**src/rtl/inv_round_engine_pkg.sv**
```systemverilog
// rtl/inv_round_engine_pkg.sv - shared FSM type and GF(2^8) helpers for the inverse round engine
package inv_round_engine_pkg;

  typedef enum logic [1:0] {IDLE, SUB, MIX, DONE} state_t;

  localparam logic [8:0] GF_POLY = 9'h11b;
  localparam logic [3:0] IMC_C0 = 4'he;
  localparam logic [3:0] IMC_C1 = 4'hb;
  localparam logic [3:0] IMC_C2 = 4'hd;
  localparam logic [3:0] IMC_C3 = 4'h9;

  function automatic logic [7:0] xtime(input logic [7:0] b);
    return {b[6:0], 1'b0} ^ (b[7] ? GF_POLY[7:0] : 8'h00);
  endfunction

  // Coefficients are at most 4 bits wide, so three xtime steps cover them all.
  function automatic logic [7:0] gf_mul_const(input logic [7:0] b, input logic [3:0] c);
    logic [7:0] p;
    logic [7:0] acc;
    p   = b;
    acc = 8'h00;
    for (int k = 0; k < 4; k++) begin
      if (c[k]) acc = acc ^ p;
      p = xtime(p);
    end
    return acc;
  endfunction

  function automatic logic [127:0] inv_mix_cols(input logic [127:0] s);
    logic [127:0] o;
    o = '0;
    for (int c = 0; c < 4; c++) begin
      for (int r = 0; r < 4; r++) begin
        o[32*r+8*c +: 8] = gf_mul_const(s[32*r+8*c +: 8], IMC_C0)
                         ^ gf_mul_const(s[32*((r+1)%4)+8*c +: 8], IMC_C1)
                         ^ gf_mul_const(s[32*((r+2)%4)+8*c +: 8], IMC_C2)
                         ^ gf_mul_const(s[32*((r+3)%4)+8*c +: 8], IMC_C3);
      end
    end
    return o;
  endfunction

  function automatic logic [127:0] inv_shift_rows(input logic [127:0] s);
    return {s[103:96], s[127:104], s[79:64], s[95:80], s[55:32], s[63:56], s[31:0]};
  endfunction

endpackage

```
**src/rtl/inv_round_engine_inv_sbox.sv**
```systemverilog
// rtl/inv_round_engine_inv_sbox.sv - combinational FIPS-197 inverse S-box
module inv_sbox
  import inv_round_engine_pkg::*;
(
  input  logic [7:0] data,
  output logic [7:0] result
);

  // Entry 0x00 sits in the top byte; ~data turns the byte value into a slice offset.
  localparam logic [2047:0] TABLE = {
    128'h52096ad53036a538bf40a39e81f3d7fb,
    128'h7ce339829b2fff87348e4344c4dee9cb,
    128'h547b9432a6c2233dee4c950b42fac34e,
    128'h082ea16628d924b2765ba2496d8bd125,
    128'h72f8f66486689816d4a45ccc5d65b692,
    128'h6c704850fdedb9da5e154657a78d9d84,
    128'h90d8ab008cbcd30af7e45805b8b34506,
    128'hd02c1e8fca3f0f02c1afbd0301138a6b,
    128'h3a9111414f67dcea97f2cfcef0b4e673,
    128'h96ac7422e7ad3585e2f937e81c75df6e,
    128'h47f11a711d29c5896fb7620eaa18be1b,
    128'hfc563e4bc6d279209adbc0fe78cd5af4,
    128'h1fdda8338807c731b11210592780ec5f,
    128'h60517fa919b54a0d2de57a9f93c99cef,
    128'ha0e03b4dae2af5b0c8ebbb3c83539961,
    128'h172b047eba77d626e169146355210c7d
  };

  assign result = TABLE[{~data, 3'b000} +: 8];

endmodule

```
**src/rtl/inv_round_engine.sv**
```systemverilog
// rtl/inv_round_engine.sv - one AES inverse round, one InvSubBytes byte per cycle
module inv_round_engine
  import inv_round_engine_pkg::*;
#(
  parameter int NB_ROWS = 4
) (
  input  logic                    clk,
  input  logic                    rst,
  input  logic                    in_valid,
  output logic                    in_ready,
  input  logic [32*NB_ROWS-1:0]   state_in,
  input  logic [32*NB_ROWS-1:0]   round_key,
  input  logic                    last_round,
  output logic                    out_valid,
  input  logic                    out_ready,
  output logic [32*NB_ROWS-1:0]   state_out
);

  state_t         state;
  logic [3:0]     cnt;
  logic [127:0]   data;
  logic [127:0]   key;
  logic           last;
  logic [7:0]     sbox_in;
  logic [7:0]     sbox_out;
  logic [127:0]   keyed;
  logic [127:0]   mixed;

  assign in_ready = (state == IDLE);
  assign sbox_in  = data[{cnt, 3'b000} +: 8];
  assign keyed    = data ^ key;
  assign mixed    = last ? keyed : inv_mix_cols(keyed);

  inv_sbox u_inv_sbox (
    .data   (sbox_in),
    .result (sbox_out)
  );

  always_ff @(posedge clk) begin
    if (rst) begin
      state     <= IDLE;
      cnt       <= 4'd0;
      data      <= '0;
      key       <= '0;
      last      <= 1'b0;
      state_out <= '0;
      out_valid <= 1'b0;
    end else begin
      case (state)
        IDLE: if (in_valid) begin
          data  <= inv_shift_rows(state_in);
          key   <= round_key;
          last  <= last_round;
          cnt   <= 4'd0;
          state <= SUB;
        end
        SUB: begin
          data[{cnt, 3'b000} +: 8] <= sbox_out;
          cnt <= cnt + 4'd1;
          if (cnt == 4'd15) state <= MIX;
        end
        MIX: begin
          state_out <= mixed;
          out_valid <= 1'b1;
          state     <= DONE;
        end
        DONE: if (out_ready) begin
          out_valid <= 1'b0;
          state     <= IDLE;
        end
        default: state <= IDLE;
      endcase
    end
  end

endmodule

```
**config.mk**
```make
export PLATFORM = sky130hd
export DESIGN_NAME = inv_round_engine
export DESIGN_NICKNAME = d
export VERILOG_FILES = /design/src/rtl/inv_round_engine_pkg.sv /design/src/rtl/inv_round_engine_inv_sbox.sv /design/src/rtl/inv_round_engine.sv
export SDC_FILE = /design/constraint.sdc
export NUM_CORES = 2
export LEC_CHECK = 0
export BUFFER_PORTS_ARGS = -buffer_cell sky130_fd_sc_hd__clkbuf_2
export CELL_PAD_IN_SITES_DETAIL_PLACEMENT = 1
export CELL_PAD_IN_SITES_GLOBAL_PLACEMENT = 1
export CORE_MARGIN = 4
export CORE_UTILIZATION = 48
export DETAILED_ROUTE_END_ITERATION = 10
export PLACE_DENSITY_LB_ADDON = 0.08
export SYNTH_ARGS = -nofsm -noshare
export SYNTH_HDL_FRONTEND = slang
export SYNTH_SLANG_ARGS = --single-unit
```
**constraint.sdc**
```tcl
create_clock -name clk -period 8.7 [get_ports clk]
set_clock_uncertainty 0.1 [all_clocks]
set_input_delay 2.61 -clock clk [delete_from_list [all_inputs] [get_ports clk]]
set_output_delay 2.61 -clock clk [all_outputs]
set_load 0.01 [all_outputs]
```
==> results.json <==
{
  "status": "complete, no violations",
  "worst_pin_slew_ps": 1318,
  "start_util": 0.4857,
  "syn_avg_cell_area_sq_um": 8.007,
  "relSlewSlack": 0.1213,
  "drv_cap": 0,
  "cts.htree.levels": 2,
  "io_buffers": 390,
  "dieArea_sq_um": 65090,
  "synthDistinctLibCells": 84,
  "grt-ovfl-total": 0,
  "synth_seq_cells": 392,
  "grt_pass1_wl_mm": 207.7,
  "path_max_fanout": 32,
  "routed_via_density": 6.393,
  "fillerInstances": 7448,
  "synthArstFlopShare": 0,
  "syn_to_final_growth_pct": 14.54,
  "finalCritPeriodShare": 0.6709,
  "end_kind": "flop",
  "finalCriticalPeriod_ps": 5837,
  "met2_usage": 0.6755,
  "final_common_cell": "xnor2_1",
  "seq_area_frac_synth": 0.2677,
  "clk_pin_slew_ps": 60,
  "core-area_sq_um": 60360,
  "netlist.top_cell.by_area": "dfxtp_1",
  "fin_ws_ps": 2863,
  "finalWeightedCongestion": 1.030,
  "pre_cts_ws_ps": 3079,
  "worstHoldPathCells": 2,
  "ys_warn_count": 0,
  "drtPass1Iterations": 6,
  "layout-drive-gt1-share": 0.1579,
  "synth_nets": 3950,
  "first_global_vias": 30830,
  "rows": 90,
  "yosys-top-cells-area": "dfxtp_1 27%, xnor2_1 25%, a21oi_1 7.4%",
  "drtIter0Drc": 3611,
  "reg2regPathDepth": 15,
  "drc": 0,
  "cts_hold_buf": 0,
  "ctsLongestPathBuffers": 3,
  "reg2reg_slack_ps": 2860,
  "synth-edff-count": 0,
  "hold_violations": 0,
  "cts_inserted_buffers": 45,
  "met1_usage": 0.5323,
  "die_y_um": 255.1,
  "cts_tree": "done",
  "die_w_um": 255.1,
  "post_cts_buffers": 0,
  "num_io_pins": 391,
  "clock_latency_ps": 610,
  "fmax_ghz": 0.1713,
  "ctsResizeCount": 0,
  "yosysTopAreaCellShare": 0.2677,
  "finalSetupViolCount": 0,
  "drtAntennaViolNets": 0,
  "drv_slew": 0,
  "grt_usage": 0.4251,
  "critPathKind": "flop to flop",
  "busiest_layer": "met2",
  "grtUsageMet3": 0.08952,
  "drt-total-wl_mm": 144.8,
  "vias": 30460,
  "worstPathRequired_ps": 9030,
  "clock_sinks": 392,
  "hold_class": "flop to flop",
  "wl_per_cell_um": 30.39,
  "antenna_found_initial": 7,
  "setup_tns_ps": 0,
  "ys.flop_type": "dfxtp_1",
  "cp-start-kind": "flop",
  "synth_cells": 3661,
  "fin_nets": 4235,
  "cts-root-buf": "clkbuf_16",
  "layout_common_cells": "821 x xnor2_1, 440 x nand2_1, 432 x a21oi_1, 389 x dfxtp_1, 389 x clkbuf_2",
  "rsz0062_at_grt": "no",
  "grt_start_max_net_pins": 219,
  "worstPathArrival_ps": 6170,
  "dp_hpwl_mm": 110.1,
  "netlist_area_sq_um": 29310
}
## path summary, 6_finish.rpt
check	start	endpoint
max reg2reg	cnt[1]	data[57]
max	cnt[1]	data[57]
min reg2reg	key[94]	key[94]
min	key[94]	key[94]
## registers in the layout, summed over array words and instances (netlist names)
signal and flops:
cnt 4, data 128, key 128, last 1, out_valid 1, state 2
state_out 128
## critical path: stages (launching register included)
cell      delay (ps)
dfxtp_2          880
mux4_2           620
mux2i_1          200
mux2_2           190
buf_4            310
inv_1            350
ha_1             370
buf_4            230
inv_1            200
nor2_1           150
a311oi_1         410
a31oi_1           70
nor2_1           130
nor4_1            90
a211oi_4        1020
o22ai_1          270
## synthesized netlist by cell type, drive strengths merged (6+ instances only)
master / count
nor2b: 17
buf: 61
a22oi: 12
mux4: 27
mux2i: 97
nand2b: 59
a311oi: 17
or3: 11
a31oi: 24
o211ai: 53
mux2: 7
a221oi: 15
nor3b: 6
or2: 6
nor2: 293
o21a: 8
o31a: 7
o311ai: 12
ha: 28
a21oi: 433
o31ai: 6
nand2: 443
xor2: 154
dfxtp: 392
a311o: 6
a211oi: 12
nor3: 33
xnor2: 825
nand3: 57
inv: 16
a21o: 8
and2: 9
o21ai: 56
o221ai: 8
and3: 96
clkbuf: 180
a2111oi: 15
o22ai: 100
## metal layers
metal	wire (um)	vias up
met2	64440	2003
met3	14790	550
li1	-	13100
met5	0	-
met4	10660	0
met1	54920	14810
## cells by family after synthesis
family / synth area share
AND/OR/NAND/NOR: 0.1587
XOR/XNOR: 0.2956
adder cells (fa/ha/maj): 0.01195
flip-flops: 0.2677
AO/OA/AOI/OAI: 0.1717
multiplexers: 0.05668
buffers and inverters: 0.03760
## area by class of cell
type,count,area [sq um],area share
Timing Repair Buffer,479,2643,0.07871
Antenna cell,5,12.51,0.0003727
Clock inverter,21,332.8,0.009913
Inverter,16,60.06,0.001789
Sequential cell,392,7854,0.2339
Clock buffer,58,1245,0.03708
Multi-Input combinational cell,3012,20450,0.6091
Tap cell,782,978.4,0.02914
## metrics by stage
| stage | hold slack [ps] | cells | cell area (sq um) | util |
|---|---|---|---|---|
| 3_3_place_gp | 354.6 | 4681 | 31980 | 0.5299 |
| 6_report | 367.3 | 4765 | 33570 | 0.5563 |
| 3_5_place_dp | 363.0 | 4681 | 31980 | 0.5299 |
| 5_1_grt | 393.1 | 4760 | 33560 | 0.5561 |
| 4_1_cts | 370.3 | 4760 | 33560 | 0.5561 |
| 2_1_floorplan | 348.8 | 3661 | 29310 | - |
Power is left out: the tool's default activity adds up to more than one toggle a clock period on the data nets, which glitch-free logic cannot reach.
